<file path="config.mk">
export PLATFORM = sky130hd
export DESIGN_NAME = reg_readout_seq
export DESIGN_NICKNAME = d
export VERILOG_FILES = /design/src/rtl/reg_readout_seq_pkg.sv /design/src/rtl/readout_addr_ctr.sv /design/src/rtl/reg_readout_seq.sv
export SDC_FILE = /design/constraint.sdc
export NUM_CORES = 1
export LEC_CHECK = 0
export CAP_MARGIN = 20
export CORE_AREA = 2 2 39 41
export CTS_CLUSTER_DIAMETER = 30
export DETAILED_ROUTE_END_ITERATION = 10
export DIE_AREA = 0 0 41 43
export DONT_BUFFER_PORTS = 1
export MAX_ROUTING_LAYER = met4
export PLACE_DENSITY = 0.6
export SYNTH_ARGS = -nofsm -noshare
export SYNTH_HDL_FRONTEND = slang
export SYNTH_SLANG_ARGS = --single-unit
</file>
<file path="constraint.sdc">
create_clock -name CLK -period 1.7 [get_ports CLK]
set_input_delay 0.085 -clock CLK [delete_from_list [all_inputs] [get_ports CLK]]
set_output_delay 0.085 -clock CLK [all_outputs]
set_load 0.01 [all_outputs]
</file>
<file path="src/rtl/reg_readout_seq_pkg.sv">
// ==== reg_readout_seq_pkg: shared state encoding and default widths (rev 1.0) ====
`default_nettype none

package reg_readout_seq_pkg;

  localparam int RDO_N     = 8;
  localparam int RDO_DEPTH = 4;
  localparam int RDO_AW    = 2;

  typedef enum logic [1:0] {
    IDLE   = 2'd0,
    FETCH  = 2'd1,
    SEND   = 2'd2,
    FINISH = 2'd3
  } state_t;

endpackage

`default_nettype wire

</file>
<file path="src/rtl/readout_addr_ctr.sv">
// ==== readout_addr_ctr: AW-bit scan address counter with clear/increment (rev 1.0) ====
`default_nettype none

module readout_addr_ctr
  import reg_readout_seq_pkg::*;
#(
  parameter int AW    = RDO_AW,
  parameter int DEPTH = RDO_DEPTH
) (
  input  logic          clk,
  input  logic          rst,
  input  logic          clr,
  input  logic          inc,
  output logic [AW-1:0] addr,
  output logic          is_last
);

  assign is_last = (addr == AW'(DEPTH - 1));

  // Holding at the last address keeps the counter from ever wrapping.
  always_ff @(posedge clk) begin
    if (rst || clr) begin
      addr <= '0;
    end else if (inc && !is_last) begin
      addr <= addr + AW'(1);
    end
  end

endmodule

`default_nettype wire

</file>
<file path="src/rtl/reg_readout_seq.sv">
// ==== reg_readout_seq: scans register bank 0..DEPTH-1 onto a valid/ready stream (rev 1.0) ====
// Optional macro READOUT_PARITY_EN adds OUT_PAR, the registered XOR reduction of OUT_DATA.
`default_nettype none

module reg_readout_seq
  import reg_readout_seq_pkg::*;
#(
  parameter int N     = RDO_N,
  parameter int DEPTH = RDO_DEPTH,
  parameter int AW    = RDO_AW
) (
  input  logic          CLK,
  input  logic          CLR,
  input  logic          START,
  output logic [AW-1:0] RD_ADDR,
  input  logic [N-1:0]  RD_DATA,
  output logic [N-1:0]  OUT_DATA,
  output logic [AW-1:0] OUT_ADDR,
  output logic          OUT_VALID,
  input  logic          OUT_READY,
  output logic          OUT_LAST,
  output logic          BUSY,
`ifdef READOUT_PARITY_EN
  output logic          OUT_PAR,
`endif
  output logic          DONE
);

  state_t        state;
  state_t        state_nxt;
  logic [AW-1:0] addr;
  logic          is_last;
  logic          handshake;

  assign handshake = (state == SEND) && OUT_READY;

  readout_addr_ctr #(
    .AW    (AW),
    .DEPTH (DEPTH)
  ) u_addr_ctr (
    .clk     (CLK),
    .rst     (CLR),
    .clr     (state == IDLE),
    .inc     (handshake),
    .addr    (addr),
    .is_last (is_last)
  );

  always_ff @(posedge CLK) begin
    if (CLR) begin
      state <= IDLE;
    end else begin
      state <= state_nxt;
    end
  end

  always_comb begin
    state_nxt = state;
    case (state)
      IDLE:    if (START) state_nxt = FETCH;
      FETCH:   state_nxt = SEND;
      SEND: begin
        if (handshake) state_nxt = is_last ? FINISH : FETCH;
      end
      FINISH:  state_nxt = IDLE;
      default: state_nxt = IDLE;
    endcase
  end

  // Bank data is snapshotted here so later RD_DATA changes cannot disturb SEND.
  always_ff @(posedge CLK) begin
    if (CLR) begin
      OUT_DATA <= '0;
      OUT_ADDR <= '0;
      OUT_LAST <= 1'b0;
    end else if (state == FETCH) begin
      OUT_DATA <= RD_DATA;
      OUT_ADDR <= addr;
      OUT_LAST <= is_last;
    end
  end

`ifdef READOUT_PARITY_EN
  always_ff @(posedge CLK) begin
    if (CLR) begin
      OUT_PAR <= 1'b0;
    end else if (state == FETCH) begin
      OUT_PAR <= ^RD_DATA;
    end
  end
`endif

  assign RD_ADDR   = (state == IDLE) ? '0 : addr;
  assign OUT_VALID = (state == SEND);
  assign BUSY      = (state != IDLE);
  assign DONE      = (state == FINISH);

endmodule

`default_nettype wire

</file>
==> metrics.csv <==
metric,value,unit
die area,1760,um^2
post-route cell area,724,um^2
Clock Tree Root,clkbuf_4,
warnings from Yosys,0,
Initial Util,42.7,%
fin crit period,1.42,ns
Final Hold Fails,0,
Net Sw Frac,25.4,%
diode count,0,
Die W,41,um
pin count of the biggest net entering global routing,16,
max_cap viols,0,
Leak,0.267,nW
insertion delay to the later sink of the worst-skew pair,0.28,ns
setup total negative slack,0,ns
status,"finished, final reports clean",
Fmax,0.704,GHz
crit path kind,flop to flop,
Via density,5.24,
GRT Total Usage,15.8,%
register bit total from synthesis,15,
post-CTS sizing,0,
Clock Skews,0.000753,ns
Reg2Reg Setup Slack,0.28,ns
Worst Hold Path EP,state[0],
Core Area,1380,um^2
GP Congestion,0.759,
Post-DP Area,597,um^2
sequential share of the synthesized area,50.8,%
pre-CTS setup slack,0.295,ns
final period utilization,83.5,%
DRT antenna net count,0,
Worst setup EP type,flop,
Tot Pwr,0.000649,W
R2R cell count,4,
vias post-DR,519,
synth unique cells,19,
sequential share of power,58.9,%
CTS tree,yes,
crit path DAT,1.63,ns
"Reg clk slew, reported paths",0.09,ns
"Slew Viols, Final",0,
die extent in y,43,um
port bufs,0,
placed insts,85,
RR Startpoint,u_addr_ctr.addr[0],
WL/cell,12.2,um
highest net fanout along the worst path,6,
Rows,14,
cell count after synthesis,72,
Clock H-tree levels,1,
Required @ worst endpoint,1.91,ns
max_slew headroom,62.6,%
clk sink count,15,
layout cells sized above 1,7.23,%
actual slew at the worst max-slew pin,0.559,ns
synthesized area,591,um^2
NetSw,0.000165,W
multi-input logic area,277,um^2
antenna violations before repair,0,
internal power,0.000484,W
CTS Buf Count,3,
clock share of power,30.8,%
worst setup margin,0.280,ns
Hold Path Cell Cnt,2,
fillcell total,139,
nature of the critical path startpoint,flop,
via count of the first global-routing pass,455,
Synth Net Count,85,
P per Cell Area,895,nW/um^2
overflow left after global routing,0,
global-route wire length before repair,1.82,mm
unrepaired setup endpoints after global routing,false,
1st-pass router iterations,4,
Finished Layout Cells,99,
min-delay src,START,
count of final setup violators,0,
reg2reg end,u_addr_ctr.addr[0],
Residual DRC,0,
slowest CP cell,or3b_1,
buffer depth of the longest clock path,2,
FF+latch area,300,um^2
total wire length,1.21,mm
Combinational Power Share,10.3,%
nets,97,
CP Cell Sequence,ha_1 -> or2b_1 -> or3b_1 -> a31oi_1,
Worst path max stage delay,0.37,ns
# IOs,28,
DRT iter0 DRCs,5,
Peak VDD IR,0.000475,V
synth-to-layout area growth,22.7,%
syn avg cell area,8.20,um^2
worst hold path type,input pin to flop,
==> layout by cell type, fill, tap and decap left out <==
cell type      instances
a21oi_1               12
a31oi_1                2
and2_1                 3
and2b_1                1
and2b_2                1
clkbuf_4               3
clkinv_2               1
dfxtp_1               15
dlygate4sd3_1         10
ha_1                   1
mux2i_1                1
nand2_1               24
nand2b_1               1
nand3_1                2
nand4b_1               1
nor2_1                 1
nor3_1                 1
or2_2                  1
or2b_1                 1
or3b_1                 1
==> cells by family after synthesis <==
family,share of synthesized area (%)
fa+ha+maj,2.12
buf+inv,2.33
simple gates,30.7
compound gates,12.3
mux,1.69
flops,50.8
==> how the worst max path moves through the flow <==
stage | start | end | slack, ns
2_1_floorplan | u_addr_ctr.addr[0] | u_addr_ctr.addr[0] | 0.37
3_3_place_gp | u_addr_ctr.addr[0] | u_addr_ctr.addr[0] | 0.34
3_5_place_dp | u_addr_ctr.addr[0] | u_addr_ctr.addr[0] | 0.29
4_1_cts | u_addr_ctr.addr[0] | u_addr_ctr.addr[0] | 0.27
5_1_grt | u_addr_ctr.addr[0] | u_addr_ctr.addr[0] | 0.18
6_report | u_addr_ctr.addr[0] | u_addr_ctr.addr[0] | 0.28
==> what timing repair did <==
action                    in CTS  in global routing
hold buffers                  10                  0
hold endpoints to repair      15                  0
buffers inserted               0                  0
==> power by group through the flow <==
stage	Sequential (W)	Clock, W	Combinational (W)
2_1_floorplan	0.000388	0	0.0000418
3_3_place_gp	0.000390	0	0.0000433
3_5_place_dp	0.000391	0	0.0000434
4_1_cts	0.000382	0.000209	0.0000671
5_1_grt	0.000385	0.000229	0.0000742
6_report	0.000382	0.000200	0.0000668
==> cells in the mapped netlist, drive strengths merged <==
master / count / area, um^2
or2b: 1 / 7.51
buf: 2 / 10.0
mux2i: 1 / 10.0
or3b: 1 / 8.76
nand3: 2 / 10.0
nor3: 1 / 5.00
nand4b: 1 / 8.76
nor2: 1 / 3.75
and2b: 2 / 16.3
ha: 1 / 12.5
dfxtp: 15 / 300
a21oi: 12 / 60.1
nand2: 24 / 90.1
and2: 3 / 18.8
nand2b: 1 / 6.26
clkbuf: 1 / 3.75
a31oi: 2 / 12.5
or2: 1 / 6.26
==> worst max-delay path, delay by kind of cell, from the launching register on <==
family                   cells  cell delay (ns)
AND/OR/NAND/NOR              2             0.63
flip-flops                   1             0.36
adder cells (fa/ha/maj)      1             0.23
AO/OA/AOI/OAI                1             0.12
==> area by class of cell <==
cell class	count	share of cell area [%]
flip-flops and latches	15	41.5
multi-input cells	54	38.2
repair buffers	10	13.8
clock buffers	3	3.11
well taps	16	2.76
clock inverters	1	0.691
==> metal layers <==
metal / global-route usage (%) / vias to the layer above / wire, um
met1: 17.4 / 236 / 521
met4: 10.0 / 0 / 24
met2: 24.4 / 19 / 573
met3: 3.66 / 4 / 91
met5: - / - / 0
li1: - / 260 / -
==> metrics by stage <==
step	hold WS (ns)	util [%]
floorplan	0.154	-
global placement	0.155	43.1
detailed placement	0.158	43.1
CTS	0.000624	52.4
global route	0.0246	52.4
finish	0.0105	52.4
==> sequential cells by signal, indices dropped and copies added (netlist names) <==
signal	cells
state	2
u_addr_ctr.addr	2
OUT_LAST	1
OUT_DATA	8
OUT_ADDR	2
No activity file was read; power rests on OpenSTA's default activity.
